--- src/rtl/ps2_rx_frame.sv ---
// PS/2 device-to-host frame receiver: synchronises and deglitches the PS/2 lines,
// assembles 11-bit frames (start, 8 data LSB first, odd parity, stop) and strobes the result.
module ps2_rx_frame #(
    parameter int FILTER  = 4,
    parameter int TIMEOUT = 50000
) (
    input  logic       clk,
    input  logic       reset,
    input  logic       ps2_clk,
    input  logic       ps2_data,
    output logic [7:0] rx_data,
    output logic       rx_valid,
    output logic       rx_error,
    output logic       busy
);

    localparam int TW = ($clog2(TIMEOUT + 1) > 16) ? $clog2(TIMEOUT + 1) : 16;
    localparam int FW = (FILTER > 1) ? $clog2(FILTER) : 1;

    typedef enum logic [1:0] {IDLE, DATA, PARITY, STOP} state_t;

    logic          ps2c_s1_q, ps2c_s2_q, ps2d_s1_q, ps2d_s2_q;
    logic          filt_q, filt_d;
    logic [FW-1:0] filt_cnt_q, filt_cnt_d;
    logic          fall;

    state_t        state_q, state_d;
    logic [2:0]    bit_cnt_q, bit_cnt_d;
    logic [7:0]    shift_q, shift_d;
    logic          parity_q, parity_d;
    logic [TW-1:0] tmo_q, tmo_d;
    logic [7:0]    rx_data_q, rx_data_d;
    logic          rx_valid_q, rx_valid_d;
    logic          rx_error_q, rx_error_d;

    // The filtered level flips on the FILTER-th consecutive cycle of disagreement.
    always_comb begin
        filt_d     = filt_q;
        filt_cnt_d = '0;
        if (ps2c_s2_q != filt_q) begin
            if (filt_cnt_q == FW'(FILTER - 1)) begin
                filt_d = ps2c_s2_q;
            end else begin
                filt_cnt_d = filt_cnt_q + FW'(1);
            end
        end
    end

    assign fall = filt_q & ~filt_d;

    always_comb begin
        state_d    = state_q;
        bit_cnt_d  = bit_cnt_q;
        shift_d    = shift_q;
        parity_d   = parity_q;
        rx_data_d  = rx_data_q;
        rx_valid_d = 1'b0;
        rx_error_d = 1'b0;
        tmo_d      = (state_q == IDLE) ? '0 : tmo_q + TW'(1);

        if (fall) begin
            tmo_d = '0;
            case (state_q)
                IDLE: begin
                    if (!ps2d_s2_q) begin
                        state_d   = DATA;
                        bit_cnt_d = '0;
                    end
                end
                DATA: begin
                    shift_d   = {ps2d_s2_q, shift_q[7:1]};
                    bit_cnt_d = bit_cnt_q + 3'd1;
                    if (bit_cnt_q == 3'd7) begin
                        state_d = PARITY;
                    end
                end
                PARITY: begin
                    parity_d = ps2d_s2_q;
                    state_d  = STOP;
                end
                STOP: begin
                    state_d = IDLE;
                    if (ps2d_s2_q && ((^shift_q) ^ parity_q)) begin
                        rx_data_d  = shift_q;
                        rx_valid_d = 1'b1;
                    end else begin
                        rx_error_d = 1'b1;
                    end
                end
                default: state_d = IDLE;
            endcase
        end else if ((state_q != IDLE) && (tmo_q == TW'(TIMEOUT))) begin
            // Line went quiet mid-frame: drop the partial byte.
            state_d    = IDLE;
            tmo_d      = '0;
            bit_cnt_d  = '0;
            shift_d    = '0;
            rx_error_d = 1'b1;
        end
    end

    always_ff @(posedge clk or negedge reset) begin
        if (!reset) begin
            ps2c_s1_q  <= 1'b1;
            ps2c_s2_q  <= 1'b1;
            ps2d_s1_q  <= 1'b1;
            ps2d_s2_q  <= 1'b1;
            filt_q     <= 1'b1;
            filt_cnt_q <= '0;
            state_q    <= IDLE;
            bit_cnt_q  <= '0;
            shift_q    <= '0;
            parity_q   <= 1'b0;
            tmo_q      <= '0;
            rx_data_q  <= 8'h00;
            rx_valid_q <= 1'b0;
            rx_error_q <= 1'b0;
        end else begin
            ps2c_s1_q  <= ps2_clk;
            ps2c_s2_q  <= ps2c_s1_q;
            ps2d_s1_q  <= ps2_data;
            ps2d_s2_q  <= ps2d_s1_q;
            filt_q     <= filt_d;
            filt_cnt_q <= filt_cnt_d;
            state_q    <= state_d;
            bit_cnt_q  <= bit_cnt_d;
            shift_q    <= shift_d;
            parity_q   <= parity_d;
            tmo_q      <= tmo_d;
            rx_data_q  <= rx_data_d;
            rx_valid_q <= rx_valid_d;
            rx_error_q <= rx_error_d;
        end
    end

    assign rx_data  = rx_data_q;
    assign rx_valid = rx_valid_q;
    assign rx_error = rx_error_q;
    assign busy     = (state_q != IDLE);

endmodule

--- config.mk ---
export PLATFORM = sky130hd
export DESIGN_NAME = ps2_rx_frame
export DESIGN_NICKNAME = d
export VERILOG_FILES = /design/src/rtl/ps2_rx_frame.sv
export SDC_FILE = /design/constraint.sdc
export NUM_CORES = 1
export LEC_CHECK = 0
export BUFFER_PORTS_ARGS = -buffer_cell sky130_fd_sc_hd__buf_2
export CAP_MARGIN = 20
export CORE_MARGIN = 8
export CORE_UTILIZATION = 50
export CTS_CLUSTER_SIZE = 16
export DETAILED_ROUTE_END_ITERATION = 8
export GPL_TIMING_DRIVEN = 0
export PLACE_DENSITY_LB_ADDON = 0.25
export SLEW_MARGIN = 20
export SYNTH_ARGS = -nofsm -noshare
export SYNTH_HDL_FRONTEND = slang
export SYNTH_SLANG_ARGS = --single-unit
--- constraint.sdc ---
create_clock -name clk -period 3.5 [get_ports clk]
set_input_delay 0.35 -clock clk [delete_from_list [all_inputs] [get_ports clk]]
set_output_delay 0.35 -clock clk [all_outputs]
set_load 0.005 [all_outputs]
* Yosys cells after proc, flatten, opt, wreduce, memory -nomap -nowiden *
Index checks and enable logic that the tools add are counted.

word-level totals
  bits in registers = 47
  bits in latches = 0
  RAM bits = 0
  memory bits (read-only) = 0
  input port bits = 4
  output and inout bits = 11
  memories = 0

cells by class
  add/subtract/negate cells = 3
  multiply operators = 0
  div/mod/pow operators = 0
  $lt $le $gt $ge = 0
  equal/unequal tests = 11
  shift-type cells = 0
  multiplexer cells = 26
  bitwise gates (word level) = 3
  reductions and logical operators = 11

operators with widths
  kind                     count
  $mux W16                 3
  $mux W8                  3
  $add A16 B1 Y16 const B  1
  $eq A16 B16 Y1 const B   1
  $mux W2                  6
  $mux W1                  9
  $mux W3                  3
  $reduce_and A3 Y1        3
  $pmux W2 S4              1
  $reduce_xor A8 Y1        1
  $eq A2 B2 Y1 const B     3
  $ne A3 B3 Y1 const B     2
  $pmux W3 S2              1
  $reduce_and A2 Y1        2
  $reduce_bool A2 Y1       2
  $add A3 B1 Y3 const B    1
  $eq A3 B3 Y1 const B     1
  $ne A3 B1 Y1 const B     1
  $add A2 B1 Y2 const B    1
  $eq A2 B1 Y1 const B     1
  $logic_and A1 B1 Y1      2
  $logic_not A2 Y1         1
  $ne A2 B1 Y1 const B     1
  $and A1 B1 Y1            1
  other kinds (3)          3

* Logic depth before layout (Yosys ltp) *
Gate-level depths: netlist of the first run.

  depth in word-level cells = 7
  mapped depth = 8

* Worst setup path before layout of the first run *
Ideal clock, no wire load.

  kind = reg2reg
  from = register state_q[0]
  to = register tmo_q[10]
  library setup time = 0.121 ns
  arrival time = 2.075 ns
  setup slack = 1.303 ns
  stages on the path, launching flop included = 9
  buffers on the path = 2
  clock period less this slack = 2.197 ns
  cell sequence = dfrtp_1 inv_1 ha_1 or4b_1 nor4_2 or3_1 buf_2 buf_2 nor2_1

between the ends
  cells in the longest elaborated chain, start to end = 4
  elaborated cells on any way between the ends = 6
  those cells by class = 3 x mux; 3 x reduce/logical

ends and longest elaborated chain
  item                                                           RTL line  source
  start: declaration                                             27        state_t state_q, state_d;
  start signal: assignment                                       125       state_q <= state_d;
  $logic_not A2 Y1 / $reduce_bool A2 Y1 (equally long branches)  59, 92
  $mux W16 / $logic_and A1 B1 Y1 (equally long branches)         59, 92
  $mux W16 (*)                                                   92        end else if ((state_q != IDLE) && (tmo_q == TW'(TIMEOUT))) begin
  $mux W16 (*)                                                   61        if (fall) begin
  via tmo_d[10]                                                  31        logic [TW-1:0] tmo_q, tmo_d;
  end signal: assignment                                         129       tmo_q <= tmo_d;
  end: declaration                                               31

The timed path passes the listed nets; every way through them passes the cells marked *.
A chain may end at the register's enable or synchronous reset.

* Worst setup path after layout of the first run *
  from = register state_q[0]
  to = register tmo_q[9]

The elaborated chain is that of the path after synthesis.

==> results of run 1 <==
==> per-stage QoR <==
stage | instances | setup WS (ps)
2_1_floorplan | 190 | 1300
3_3_place_gp | 256 | 1020
3_5_place_dp | 256 | 990
4_1_cts | 264 | 962
5_1_grt | 264 | 814
6_report | 264 | 969
==> routing by layer <==
layer	global-route usage, %	vias to the layer above	share of wire, %
met3	4.00	16	5.0
met4	7.07	0	3.4
met2	21.3	30	48
met5	0	-	0
li1	-	706	-
met1	14.5	712	44
==> sequential cells by signal, summed over array words and instances (netlist names), 2 cells and up <==
name / count
bit_cnt_q: 3
filt_cnt_q: 2
rx_data: 8
shift_q: 8
state_q: 2
tmo_q: 16
==> cell type report <==
class	instances	area (µm²)	area share (%)
buffer	5	21.3	0.861
clock buffer	6	82.6	3.34
clock inverter	2	35.0	1.42
inverter	9	33.8	1.37
multi-input combinational	129	978	39.6
sequential	47	1180	47.8
tap	52	65.1	2.63
timing repair buffer	14	72.6	2.94
==> synthesized netlist by cell type, drive strengths merged <==
master,number
buf,2
nand3b,1
nand2b,1
or4b,1
xor2,8
ha,9
nor2,18
or3,2
o31ai,1
nand4b,2
a22o,8
nor3,3
inv,9
nor4b,1
xnor3,1
and3b,1
nand2,12
nor2b,2
o21ai,3
o22ai,3
nor4,3
and4,2
dfrtp,42
nand4,4
dfstp,5
clkbuf,3
and3,2
xnor2,10
mux2i,2
o2bb2ai,1
a21oi,4
and2,3
xor3,1
mux2,9
a32o,1
or4,3
nand3,7
==> logic make-up (layout without fill, tap and decap cells) <==
family / after synthesis / in the layout / synth area share [%]
simple gates: 68 / 68 / 16.8
flops: 47 / 47 / 53.4
buf+inv: 14 / 36 / 2.48
mux: 11 / 11 / 6.04
xor+xnor: 20 / 20 / 9.37
compound gates: 21 / 21 / 6.89
fa+ha+maj: 9 / 9 / 5.08
==> critical path: stages, from the launching register on <==
cell	delay, ps
dfrtp_1	410
inv_1	80
ha_1	270
or4b_1	580
nor4_2	460
or3_1	170
buf_2	160
buf_2	220
nor2_1	70
==> power by group <==
part	internal (W)	switching (W)	total (W)
clock	0.000231	0.000175	0.000406
sequential	0.000591	0.0000427	0.000634
combinational	0.000101	0.000128	0.000229
total	0.000923	0.000346	0.00127
==> final timing paths <==
check	start	endpoint	slack [ps]	depth (start not counted)
setup / recovery	state_q[0]	tmo_q[9]	970	8
hold / removal	reset	rx_data[0]	30	1
setup reg to reg	state_q[0]	tmo_q[9]	970	8
hold reg to reg	ps2d_s1_q	ps2d_s2_q	360	0
max in group asynchronous	reset	ps2c_s2_q	3050	1
min in group clk	ps2_clk	ps2c_s1_q	150	1
==> impl_metrics.csv, run 1 <==
group,metric,value,unit
status,status,"completed",
sta,fin_crit,2530,ps
sta,finalHoldViolCount,0,
clocking,htree_levels,2,
detailed_routing,drtIter0Drc,69,
detailed_routing,wire_per_inst,14.7,µm
clocking,path_clk_slew,90,ps
cells_and_area,drive_gt1_share,20.8,%
cells_and_area,area_growth,11.5,%
floorplan,fp.dieW,82.6,µm
floorplan,dieArea,6820,µm²
cells_and_area,mostFrequentLayoutCell,"dfrtp_1",
grt,grt_remaining_overflow,0,
cells_and_area,n_fill_cell,365,
placement,gp_congestion,0.891,
grt,antenna_found_initial,0,
cells_and_area,fin_area,2470,µm²
sta,rsz0062_at_grt,"false",
detailed_routing,via_per_inst,5.55,
critical_path,required,3690,ps
logic_synthesis,syn_area_per_cell,11.7,µm²
placement,place_area,2350,µm²
floorplan,start_util,51.2,%
power,total_power,0.00127,W
min_path,min-delay-path-class,"input port to async pin",
clocking,postCtsHoldBufs,0,
clocking,numCtsBuffers,5,
critical_path,cp_data_arrival_time,2720,ps
detailed_routing,drt-pass1-iter-count,4,
detailed_routing,drc,0,
clocking,postCtsSetupBuffers,0,
detailed_routing,vias,1464,
grt,grt_pass1_wl,6710,µm
critical_path,start_kind,"register",
logic_synthesis,synth_top_area_share,47.4,%
critical_path,critPathMaxFanout,10,
sta,clock.fmax,395,MHz
sta,fin_tns_setup,0,ps
cells_and_area,num_antenna_cells,0,
logic_synthesis,synth_area,2220,µm²
clocking,clock_path_buffers,2,
clocking,cts_tree,"built",
clocking,clk_latency,300,ps
logic_synthesis,ys_types,41,
sta,final-setup-viol-count,0,
sta,fin_skew,9.53,ps
logic_synthesis,synth_top_area_cell,"dfrtp_1",
floorplan,pin_count,15,
logic_synthesis,ys_seq_area_share,53.4,%
placement,numPortBuffers,14,
grt,track_usage,12.9,%
power,power.density,513,nW/µm²
power,ir_worst_vdd,0.000219,V
sta,worst_pin_slew,608,ps
logic_synthesis,syn_inst,190,
logic_synthesis,ys_ff_latch,47,
sta,relSlewSlack,59.5,%
cells_and_area,nNetsFinal,224,
placement,hpwlAfterDp,2820,µm
floorplan,chipHeight,82.6,µm
grt,grt_pass1_vias,1502,
sta,fin_hold_ws,29.4,ps
sta,slew_violations,0,
grt,grt_max_degree,48,
clocking,cts_resized,0,
critical_path,crit_path_end_kind,"register",
critical_path,worstSetupPathType,"register to register",
detailed_routing,postRouteAntennaNets,0,
floorplan,fp.coreArea,4320,µm²
sta,finalCritPeriodShare,72.3,%
logic_synthesis,ys_top_cells_by_area,"dfrtp_1 (47%), dfstp_2 (5.9%), ha_1 (5.1%)",
logic_synthesis,ys.warnings.count,0,
clocking,clock_sinks,47,
power,p_leak,1.15,nW
clocking,cts-root-buf,"clkbuf_8",
detailed_routing,wl,3890,µm
floorplan,rows,24,
logic_synthesis,synth_nets,203,
cells_and_area,final_cell_mix,"dfrtp_1 (42), nor2_1 (18), buf_2 (15), nand2_1 (12), xnor2_1 (10)",
cells_and_area,final_core_util,57.1,%
job,cap_violations,0,
Power figures use the tool's default switching activity.
==> run 2, diff against run 1 <==
- clock period: 3.5 -> 2.3 ns (I/O delays scaled with it)
==> run 2 against run 1 <==
Critical path depth decreased by 1. First-iteration DRC count decreased by 8.7%. Power increased by 52%. Register-to-register slack got worse by 830 ps. Routed wire length increased by 1.5%. Global-route usage increased by 0.068 points. Sequential power increased by 52%. Via count about the same. Clock skew about the same. Critical endpoint is now state_q[1].
==> impl_metrics.csv, run 2 (synthesis gave the netlist of run 1 again) <==
group,metric,value,unit
grt,grt_busiest_layer,"met2",
floorplan,chipHeight,82.6,µm
status,status,"completed",
placement,gp_congestion,0.891,
floorplan,fp.coreArea,4320,µm²
clocking,htree_levels,2,
clocking,cts-root-buf,"clkbuf_8",
sta,relSlewSlack,61.4,%
cells_and_area,mostFrequentLayoutCell,"dfrtp_1",
detailed_routing,postRouteAntennaNets,0,
sta,fin_crit,2160,ps
grt,grt_pass1_wl,6760,µm
grt,grtUsageMet2,21.4,%
cells_and_area,largest_reg_flops,16,
detailed_routing,wl,3950,µm
critical_path,cp_data_arrival_time,2340,ps
floorplan,start_util,51.2,%
grt,use_met3,4.00,%
detailed_routing,wire_per_inst,14.8,µm
sta,worst_pin_slew,579,ps
clocking,clk_latency,300,ps
cells_and_area,area_growth,13.7,%
clocking,cts_tree,"built",
clocking,path_clk_slew,70,ps
grt,antenna_found_initial,0,
critical_path,cp-startpoint,"state_q[0]",
cells_and_area,drive_gt1_share,21.5,%
grt,grt_remaining_overflow,0,
cells_and_area,num_antenna_cells,0,
power,ir_worst_vdd,0.000326,V
min_path,holdPathStages,1,
sta,rsz0062_at_grt,"false",
clocking,clock_path_buffers,2,
sta,final-setup-viol-count,0,
critical_path,reg2regPathDepth,7,
min_path,worstHoldStart,"ps2_clk",
cells_and_area,final_cell_mix,"dfrtp_1 (42), nor2_1 (18), buf_2 (13), nand2_1 (12), xnor2_1 (10)",
power,total_power,0.00193,W
clocking,numCtsBuffers,5,
detailed_routing,drc,0,
grt,track_usage,12.9,%
floorplan,rows,24,
sta,fin_tns_setup,0,ps
sta,finalCritPeriodShare,93.8,%
critical_path,start_kind,"register",
detailed_routing,via_per_inst,5.50,
critical_path,r2r_start,"state_q[0]",
floorplan,fp.dieW,82.6,µm
min_path,min-delay-path-class,"input port to register",
detailed_routing,vias,1463,
placement,hpwlAfterDp,2820,µm
critical_path,critPathMaxFanout,6,
critical_path,worstSetupPathType,"register to register",
clocking,clock_sinks,47,
sta,fin_skew,9.95,ps
sta,clock.fmax,464,MHz
grt,grt_max_degree,48,
critical_path,crit_path_end_kind,"register",
cells_and_area,nNetsFinal,226,
detailed_routing,drt-pass1-iter-count,4,
critical_path,required,2490,ps
sta,slew_violations,0,
grt,grt_util_met1,14.6,%
cells_and_area,regMostFlops,"tmo_q",
job,cap_violations,0,
floorplan,pin_count,15,
sta,finalHoldViolCount,0,
detailed_routing,drtIter0Drc,63,
floorplan,dieArea,6820,µm²
grt,grt_pass1_vias,1494,
power,power.density,767,nW/µm²
placement,numPortBuffers,14,
power,p_leak,1.17,nW
==> run 2: changes by cell type in the layout (fill, tap and decap cells not counted), sizes merged <==
cell,change
dlygate4sd3,+1
clkbuf,+1
==> run 2: critical path: stages, from the launching register on <==
cell and delay (ps):
dfrtp_1 410, inv_1 80, ha_1 270, or4b_1 620, nor4_4 170, buf_4 170, o21ai_0 110, a32o_1 230
==> run 2: report_power, final <==
| group | internal (W) | total, W | switching [W] |
|---|---|---|---|
| Combinational | 0.000153 | 0.000348 | 0.000195 |
| Sequential | 0.000900 | 0.000964 | 0.0000648 |
| Clock | 0.000352 | 0.000619 | 0.000268 |
| Total | 0.00140 | 0.00193 | 0.000528 |
==> run 2: what timing repair did <==
action,CTS,global route
setup endpoints to repair,22,32
hold endpoints to repair,0,42
resized for setup,1,2
hold buffers,0,1
pin swaps,1,0
buffers inserted,0,2
==> run 2: per-stage QoR <==
step	worst slack (ps)	hold WS, ps	instance area, µm²	std cells	util, %
finish	143	29.3	2520	266	58.2
global route	0.537	9.09	2520	266	58.2
floorplan	103	-65.6	2220	190	-
global placement	-184	335	2350	256	54.4
CTS	29.3	19.5	2470	263	57.2
detailed placement	-211	337	2350	256	54.4
==> run 2: path summary, 6_finish.rpt <==
check | slack [ps] | endpoint
max | 140 | state_q[1]
min | 30 | ps2c_s1_q
max reg2reg | 140 | state_q[1]
min reg2reg | 360 | ps2d_s2_q
max in group asynchronous | 1430 | ps2c_s2_q
min in group asynchronous | 450 | rx_data[0]
==> run 2: cell type report <==
class	instances	area, µm²
fillers	359	1810
flip-flops and latches	47	1180
multi-input cells	129	991
repair buffers	17	110
clock buffers	6	82.6
well taps	52	65.1
clock inverters	2	35.0
inverters	9	33.8
plain buffers	4	18.8
==> run 2: layer usage <==
layer | wire (µm) | up-vias | share of wire (%)
met3 | 197 | 16 | 5.0
li1 | - | 711 | -
met5 | 0 | - | 0
met2 | 1870 | 32 | 47
met1 | 1740 | 704 | 44
met4 | 133 | 0 | 3.4
